`src/rtl/blink_pkg.sv`:
```
// Shared definitions for the front-panel LED blink scheduler.
//   blink_state_e : scheduler FSM states
//   HP_W_DEF      : default half-period field width (ticks)
//   CNT_W_DEF     : default blink-count field width
//   SIM_TICK_DIV  : short prescaler ratio used in simulation
package blink_pkg;

  typedef enum logic [2:0] {
    IDLE,
    ON,
    OFF,
    DONE,
    GAP
  } blink_state_e;

  localparam int HP_W_DEF     = 8;
  localparam int CNT_W_DEF    = 4;
  localparam int SIM_TICK_DIV = 4;

endpackage

```
`src/rtl/tick_prescaler.sv`:
```
// Free-running timing-tick prescaler.
// Counts 0..TICK_DIV-1 and wraps; tick is high for the single cycle in
// which the count sits at TICK_DIV-1.
// Ports:
//   clk   : system clock
//   rst_n : asynchronous active-low reset (count returns to 0)
//   tick  : one-cycle timing strobe
module tick_prescaler #(
  parameter int TICK_DIV = 100000
) (
  input  logic clk,
  input  logic rst_n,
  output logic tick
);

  localparam int CW = (TICK_DIV > 1) ? $clog2(TICK_DIV) : 1;
  localparam logic [CW-1:0] LAST = CW'(TICK_DIV - 1);

  logic [CW-1:0] cnt_q, cnt_d;

  always_comb begin
    cnt_d = (cnt_q == LAST) ? '0 : cnt_q + 1'b1;
  end

  always_ff @(posedge clk or negedge rst_n) begin
    if (!rst_n) cnt_q <= '0;
    else        cnt_q <= cnt_d;
  end

  assign tick = (cnt_q == LAST);

endmodule

```
`src/rtl/blink_scheduler.sv`:
```
// Round-robin scheduler sharing one indicator LED among NUM_REQ requesters.
// Each grant latches the owner's half-period and blink count, then drives
// ON/OFF phases timed in prescaler ticks, pulses done for counted bursts,
// and holds a dark GAP before the next arbitration.
// Ports:
//   clk, rst_n   : clock, asynchronous active-low reset
//   req          : per-requester level request
//   half_period  : per-requester phase length in ticks (slice i = requester i)
//   blinks       : per-requester blink count (0 = continuous while held)
//   grant        : one-hot owner, zero when nobody owns the LED
//   busy         : high in ON, OFF, DONE and GAP
//   led          : indicator drive
//   done/done_id : one-cycle completion pulse and completing requester index
module blink_scheduler
  import blink_pkg::*;
#(
  parameter int NUM_REQ   = 4,
  parameter int TICK_DIV  = 100000,
  parameter int HP_W      = HP_W_DEF,
  parameter int CNT_W     = CNT_W_DEF,
  parameter int GAP_TICKS = 16
) (
  input  logic                         clk,
  input  logic                         rst_n,
  input  logic [NUM_REQ-1:0]           req,
  input  logic [NUM_REQ*HP_W-1:0]      half_period,
  input  logic [NUM_REQ*CNT_W-1:0]     blinks,
  output logic [NUM_REQ-1:0]           grant,
  output logic                         busy,
  output logic                         led,
  output logic                         done,
  output logic [$clog2(NUM_REQ)-1:0]   done_id
);

  localparam int IDX_W    = $clog2(NUM_REQ);
  localparam int GW       = (GAP_TICKS > 1) ? $clog2(GAP_TICKS) : 1;
  localparam logic [GW-1:0] GAP_LAST = GW'((GAP_TICKS > 1) ? GAP_TICKS - 1 : 0);

  blink_state_e         state_q, state_d;
  logic [NUM_REQ-1:0]   grant_q, grant_d;
  logic [IDX_W-1:0]     owner_q, owner_d;
  logic [IDX_W-1:0]     rr_q, rr_d;
  logic [HP_W-1:0]      hp_q, hp_d;
  logic [CNT_W-1:0]     cnt_q, cnt_d;
  logic [HP_W-1:0]      phase_q, phase_d;
  logic [GW-1:0]        gap_q, gap_d;
  logic                 led_q, led_d;
  logic                 done_q, done_d;
  logic [IDX_W-1:0]     done_id_q, done_id_d;

  logic                 tick;
  logic [IDX_W:0]       pick;
  logic [IDX_W-1:0]     pick_idx;
  logic [IDX_W-1:0]     owner_next;
  logic [HP_W-1:0]      hp_arr  [NUM_REQ];
  logic [CNT_W-1:0]     cnt_arr [NUM_REQ];

  tick_prescaler #(.TICK_DIV(TICK_DIV)) u_prescaler (
    .clk   (clk),
    .rst_n (rst_n),
    .tick  (tick)
  );

  // First requesting index at or after ptr, wrapping; MSB flags a hit.
  // Scanning from the far end lets the nearest hit overwrite the others.
  function automatic logic [IDX_W:0] rr_pick(input logic [NUM_REQ-1:0] r,
                                             input logic [IDX_W-1:0]   ptr);
    logic [IDX_W:0]   res;
    logic [IDX_W-1:0] ix;
    res = '0;
    for (int k = NUM_REQ - 1; k >= 0; k--) begin
      ix = IDX_W'((int'(ptr) + k) % NUM_REQ);
      if (r[ix]) res = {1'b1, ix};
    end
    return res;
  endfunction

  always_comb begin
    for (int i = 0; i < NUM_REQ; i++) begin
      hp_arr[i]  = half_period[i*HP_W +: HP_W];
      cnt_arr[i] = blinks[i*CNT_W +: CNT_W];
    end
  end

  assign pick       = rr_pick(req, rr_q);
  assign pick_idx   = pick[IDX_W-1:0];
  assign owner_next = (owner_q == IDX_W'(NUM_REQ - 1)) ? '0 : owner_q + 1'b1;

  always_comb begin
    state_d   = state_q;
    grant_d   = grant_q;
    owner_d   = owner_q;
    rr_d      = rr_q;
    hp_d      = hp_q;
    cnt_d     = cnt_q;
    phase_d   = phase_q;
    gap_d     = gap_q;
    led_d     = led_q;
    done_d    = 1'b0;
    done_id_d = done_id_q;

    case (state_q)
      IDLE: begin
        if (pick[IDX_W]) begin
          owner_d = pick_idx;
          grant_d = NUM_REQ'(1) << pick_idx;
          // A zero half-period would never terminate a phase; run it as 1.
          hp_d    = (hp_arr[pick_idx] == '0) ? HP_W'(1) : hp_arr[pick_idx];
          cnt_d   = cnt_arr[pick_idx];
          phase_d = '0;
          led_d   = 1'b1;
          state_d = ON;
        end
      end

      ON, OFF: begin
        if (!req[owner_q]) begin
          // Owner withdrew: go dark immediately, no completion report.
          led_d   = 1'b0;
          grant_d = '0;
          gap_d   = '0;
          rr_d    = owner_next;
          state_d = GAP;
        end else if (tick) begin
          if (phase_q == hp_q - 1'b1) begin
            phase_d = '0;
            if (state_q == ON) begin
              led_d   = 1'b0;
              state_d = OFF;
            end else if (cnt_q == '0) begin
              led_d   = 1'b1;
              state_d = ON;
            end else begin
              cnt_d = cnt_q - 1'b1;
              if (cnt_q == CNT_W'(1)) begin
                done_d    = 1'b1;
                done_id_d = owner_q;
                state_d   = DONE;
              end else begin
                led_d   = 1'b1;
                state_d = ON;
              end
            end
          end else begin
            phase_d = phase_q + 1'b1;
          end
        end
      end

      DONE: begin
        grant_d = '0;
        gap_d   = '0;
        rr_d    = owner_next;
        state_d = GAP;
      end

      GAP: begin
        if (tick) begin
          if (gap_q == GAP_LAST) state_d = IDLE;
          else                   gap_d   = gap_q + 1'b1;
        end
      end

      default: state_d = IDLE;
    endcase
  end

  always_ff @(posedge clk or negedge rst_n) begin
    if (!rst_n) begin
      state_q   <= IDLE;
      grant_q   <= '0;
      rr_q      <= '0;
      phase_q   <= '0;
      gap_q     <= '0;
      led_q     <= 1'b0;
      done_q    <= 1'b0;
      done_id_q <= '0;
    end else begin
      state_q   <= state_d;
      grant_q   <= grant_d;
      rr_q      <= rr_d;
      phase_q   <= phase_d;
      gap_q     <= gap_d;
      led_q     <= led_d;
      done_q    <= done_d;
      done_id_q <= done_id_d;
    end
  end

  // Burst parameters are only meaningful while a grant is held.
  always_ff @(posedge clk) begin
    owner_q <= owner_d;
    hp_q    <= hp_d;
    cnt_q   <= cnt_d;
  end

  assign grant   = grant_q;
  assign busy    = (state_q != IDLE);
  assign led     = led_q;
  assign done    = done_q;
  assign done_id = done_id_q;

endmodule

```
`config.mk`:
```
export PLATFORM = sky130hd
export DESIGN_NAME = blink_scheduler
export DESIGN_NICKNAME = d
export VERILOG_FILES = /design/src/rtl/blink_pkg.sv /design/src/rtl/tick_prescaler.sv /design/src/rtl/blink_scheduler.sv
export SDC_FILE = /design/constraint.sdc
export NUM_CORES = 1
export LEC_CHECK = 0
export ABC_AREA = 1
export BUFFER_PORTS_ARGS = -buffer_cell sky130_fd_sc_hd__buf_2
export CAP_MARGIN = 40
export CORE_MARGIN = 1.5
export CORE_UTILIZATION = 45
export CTS_CLUSTER_SIZE = 28
export DETAILED_ROUTE_END_ITERATION = 16
export GPL_TIMING_DRIVEN = 0
export PLACE_DENSITY = 0.7
export SYNTH_ARGS = -nofsm -noshare
export SYNTH_HDL_FRONTEND = slang
export SYNTH_SLANG_ARGS = --single-unit
```
`constraint.sdc`:
```
create_clock -name clk -period 7.27 [get_ports clk]
set_clock_uncertainty 0.2 [all_clocks]
set_input_delay 1.454 -clock clk [delete_from_list [all_inputs] [get_ports clk]]
set_output_delay 1.454 -clock clk [all_outputs]
set_load 0.05 [all_outputs]
```
**Yosys cells after proc, flatten, opt, wreduce, memory -nomap -nowiden**

Cells that the tools add are included.

- Register bits: 56
- Output and inout port bits: 9
- Logic and storage cells: 138

- $add $sub $neg: 9
- $lt $le $gt $ge: 6
- Eq/ne operators: 22
- Shift operators: 1
- Mux-type cells: 67
- Bitwise operators: 3
- Reduce and logical (&&, ||, !) cells: 18

Operator list:

| kind | number |
|---|---|
| $mux 4 | 12 |
| $mux 8 | 6 |
| $mux 3 | 10 |
| $pmux 4 s3 | 2 |
| $ne 2x2->1 const B | 10 |
| $mux 1 | 19 |
| $add 17x1->17 const B | 1 |
| $eq 17x17->1 const B | 1 |
| $mux 17 | 1 |
| $bmux 8 s2 | 1 |
| $pmux 8 s2 | 1 |
| $lt 2x3->1 const B | 5 |
| $reduce_and 7->1 | 2 |
| $pmux 3 s4 | 1 |
| $bmux 1 s2 | 5 |
| $mux 2 | 5 |
| $reduce_and 5->1 | 2 |
| $reduce_bool 3->1 | 3 |
| $add 8x1->8 const B | 1 |
| $bmux 4 s2 | 1 |
| $eq 8x8->1 | 1 |
| $logic_not 8->1 | 1 |
| $pmux 4 s2 | 1 |
| $reduce_and 4->1 | 2 |
| other kinds (25) | 32 |

**Logic depth before layout (Yosys ltp)**

- Depth after elaboration: 13
- Gate-level depth with buffers: 18
- Gate-level depth less buffers: 16

**Hierarchy**

Synthesis repeated with hierarchy kept, for this count alone.

- Cells, all modules: 536
- Area, all modules: 3926.3 sq um

By module, submodules not included:

| module | times used | cells each | area an instance (sq um) | seq. area each (sq um) |
|---|---|---|---|---|
| blink_scheduler | 1 | 393 | 2926.6 | 1046.0 |
| tick_prescaler | 1 | 143 | 999.7 | 425.4 |

**Worst setup path after synthesis**

No wires, ideal clock.

- Path type: input-to-reg
- Start point: in req[2]
- End point: reg hp_q[0] (data pin)
- Library setup time: 0.255 ns
- Arrival: 2.677 ns
- Data required time: 6.815 ns
- Path slack: 4.138 ns
- Cell stages on the path: 17
- Buffers on the path: 1
- Cells stage by stage: inv_1 > nand2_4 > nand3_2 > nand2_2 > inv_2 > nand2_2 > nand2_4 > nand2_8 > buf_12 > nor2_8 > nand2_2 > nand2_1 > nor2_1 > nand2_1 > nor2_1 > nand2_1 > nand2_1

- Word-level cells in the longest chain between the ends: 11
- Elaborated cells between the ends (all ways): 17
- Classes of those cells: mux (15); bitwise (1); reduce/logical (1)

Ends and longest elaborated chain:

| what | RTL line | source |
|---|---|---|
| from (decl) | blink_scheduler.sv:25 | `input logic [NUM_REQ-1:0] req,` |
| $bmux 1 s2 | blink_scheduler.sv:73 | `if (r[ix]) res = {1'b1, ix};` |
| $mux 1 (not written as such) | blink_scheduler.sv:73 |  |
| $mux 3 (3 in series) | blink_scheduler.sv:73 |  |
| $mux 3 (*) | blink_scheduler.sv:73 |  |
| $not 2->3 (not written as such) (*) | blink_scheduler.sv:108 | `hp_d = (hp_arr[pick_idx] == '0) ? HP_W'(1) : hp_arr[pick_idx];` |
| $bmux 8 s2 (*) | blink_scheduler.sv:108 |  |
| $mux 8 (not written as such) (*) (2 in series) | blink_scheduler.sv:108 |  |
| $logic_not 8->1 | blink_scheduler.sv:108 |  |
| to (signal assigned) | blink_scheduler.sv:193 | `hp_q <= hp_d;` |
| to (decl) | blink_scheduler.sv:43 | `logic [HP_W-1:0] hp_q, hp_d;` |

Every way passes the cells marked *; elsewhere a longest branch is shown, timed or not. The select of a mux whose other input is x is not followed.
A chain may end at the register's enable or synchronous reset.

**Worst setup path in the final report**

- Start point: reg state_q[0]
- End point: out busy

- Word-level cells in the longest chain between the ends: 1

Ends and longest elaborated chain:

| what | RTL line | source |
|---|---|---|
| from (decl) | blink_scheduler.sv:39 | `blink_state_e state_q, state_d;` |
| from (signal assigned) | blink_scheduler.sv:179 | `state_q <= state_d;` |
| $reduce_bool 3->1 | blink_scheduler.sv:198 | `assign busy = (state_q != IDLE);` |
| to (decl) | blink_scheduler.sv:29 | `output logic busy,` |

Every way passes these cells.

==> impl_metrics.yaml <==
clocking:
  cts_setup_buffers: 0
  cts-htree-levels: 2
  post_cts_resized: 0
  clockBufferDepth: 2
  cts_tree: "yes"
  path_clk_slew_ns: 0.10
  clk_latency_ns: 0.32
  postCtsHoldBufs: 0
  cts_root_buf: "clkbuf_8"
  numCtsBuffers: 5
  clock_sink_count: 56
detailed_routing:
  drc: 0
  vias: 3402
  drt_pass1_iterations: 4
  wl_mm: 8.12
  ant_nets: 0
  wl_per_cell_um: 11.9
  drtIter0Drc: 125
  vias_per_cell: 4.99
floorplan:
  die_h_um: 95.2
  coreArea_um2: 8220
  initial_core_util: 0.466
  num_io_pins: 63
  die_area_um2: 9070
  die_x_um: 95.2
  core.rowCount: 33
logic_synthesis:
  synth.avg_cell_area_um2: 7.58
  yosys_warnings: 0
  async_flop_share: 0.750
  synthDistinctLibCells: 43
  synth_ff_type: "dfrtp_1"
  syn_area_um2: 3830
  syn_inst: 505
  ys_ff_latch: 56
  synth_edf_count: 14
  yosysSeqAreaShare: 0.384
  synthesis.nets: 567
setup_path:
  critPathLaunchType: "flip-flop"
  r2r_start: "hp_q[0]"
  crit_required_ns: 5.62
  arrival_ns: 1.53
  max_stage_delay_ns: 0.42
  crit_chain: "nor2_1 > inv_1 > nor2_1 > inv_1 > buf_2"
  critical_path_class: "flip-flop to primary output"
  crit_family: "buffers and inverters"
  crit_path_end_kind: "primary output"
  r2r_setup_slack_ns: 4.55
  crit_path_max_fanout: 4
  reg2reg_depth: 10
  crit_slowest_cell: "dfrtp_1"
  reg2reg_to: "cnt_q[2]"
  path_buf_inv: 3
grt:
  grt_pass1_wl_mm: 13.9
  grt_usage: 0.195
  grt_pass1_vias: 3363
  antenna_found_initial: 0
  grt_overflow: 0
  grt_max_degree: 29
hold_path:
  hold_path.class: "flip-flop to flip-flop"
  hold_end: "u_prescaler.cnt_q[0]"
  min_from: "u_prescaler.cnt_q[0]"
  hold_path_depth: 1
timing:
  relSlewSlack: 0.688
  setup_viol: 0
  fmax_mhz: 314
  worst_slew_pin_slew_ns: 0.463
  slew_violations: 0
  period_needed_ns: 3.18
  rsz0062_at_grt: "false"
  finalSetupTns_ns: 0
  finalHoldViolCount: 0
  post-route-period-util: 0.437
place:
  gp_congestion: 0.898
  dp_cells: 674
  place_hpwl_mm: 6.50
  portBuffers: 62
final_layout:
  seq_area_um2: 1470
  area_growth_pct: 14.4
  fillers: 773
  layout_commonest_cell: "nand2_1"
  layout-drive-gt1-share: 0.211
  multi_input_area_um2: 2000
  fin_nets: 638
  final_cell_mix: "nand2_1, inv_1, buf_2, nand3_1, nor2_1"
  antenna_cells: 0
  finalNonFillerCells: 682
power:
  peakVddDrop_uv: 80.7
  leakagePower_nw: 2.25
  power_density_nw_per_um2: 145
  p_total_mw: 0.634
status:
  status: "finished clean"
job:
  maxCapViolCount: 0
## cell usage after synthesis (3+ instances only)
library cell	n	share of area
o21ai_1	5	0.0065
inv_2	3	0.0029
a22o_1	3	0.0069
o21ai_0	20	0.026
nor4_1	4	0.0065
nand2_1	124	0.12
ha_1	8	0.026
nor2_1	45	0.044
buf_6	4	0.012
inv_1	72	0.071
nor2_2	8	0.013
nand2_2	17	0.028
a21oi_1	12	0.016
xnor2_1	3	0.0069
nand3_1	49	0.064
nand4_1	10	0.016
nand2_4	5	0.015
edfxtp_1	14	0.11
nand3_2	4	0.010
nor3_1	10	0.013
xor2_1	19	0.043
dfrtp_1	42	0.27
## per-layer routing
metal	GRT usage	vias up	wire length, um
met4	0.0784	0	182
met3	0.0463	18	407
met2	0.334	94	3810
li1	-	1772	-
met1	0.233	1518	3730
met5	0	-	0
## worst max path at each step
stage | cells past startpoint | slack, ns | end | startpoint
6_report | 5 | 4.09 | busy | state_q[0]
3_3_place_gp | 7 | 3.81 | hp_q[0] | req[3]
2_1_floorplan | 17 | 4.14 | hp_q[0] | req[2]
4_1_cts | 5 | 4.08 | busy | state_q[0]
3_5_place_dp | 18 | 3.81 | hp_q[0] | req[3]
5_1_grt | 5 | 3.94 | busy | state_q[1]
## sequential cells by signal, summed over array words and instances (netlist names)
name / count
gap_q: 4
grant: 4
done: 1
phase_q: 8
state_q: 3
hp_q: 8
led: 1
done_id: 2
owner_q: 2
rr_q: 2
cnt_q: 4
u_prescaler.cnt_q: 17
## cell type report
type                    instances  share of cell area
multi-input cells             367               0.456
well taps                     105              0.0300
inverters                      76              0.0662
clock inverters                 2             0.00257
plain buffers                   6              0.0157
flip-flops and latches         56               0.336
clock buffers                   6              0.0166
repair buffers                 64              0.0771
## power breakdown
| group | internal (mW) | switching, mW | total (mW) |
|---|---|---|---|
| sequential | 0.328 | 0.000919 | 0.329 |
| combinational | 0.0535 | 0.0842 | 0.138 |
| clock | 0.0672 | 0.100 | 0.167 |
## logic make-up after synthesis
logic type,after synthesis,share of synthesized area
xor gates and xnor gates,22,0.0503
AOI/OAI and AO/OA,52,0.0830
buffers and inverters,82,0.0938
and+or+nand+nor,285,0.362
DFF,56,0.384
adders and majority gates,8,0.0261
## stage by stage
step | instance area (um2) | setup WS, ns | hold slack [ns] | util
CTS | 4380 | 4.08 | 0.280 | 0.533
finish | 4380 | 4.09 | 0.271 | 0.533
global route | 4380 | 3.94 | 0.314 | 0.533
floorplan | 3830 | 4.14 | 0.233 | -
global placement | 4270 | 3.81 | 0.250 | 0.520
detailed placement | 4300 | 3.81 | 0.267 | 0.523
No activity file was read; power rests on OpenSTA's default activity.
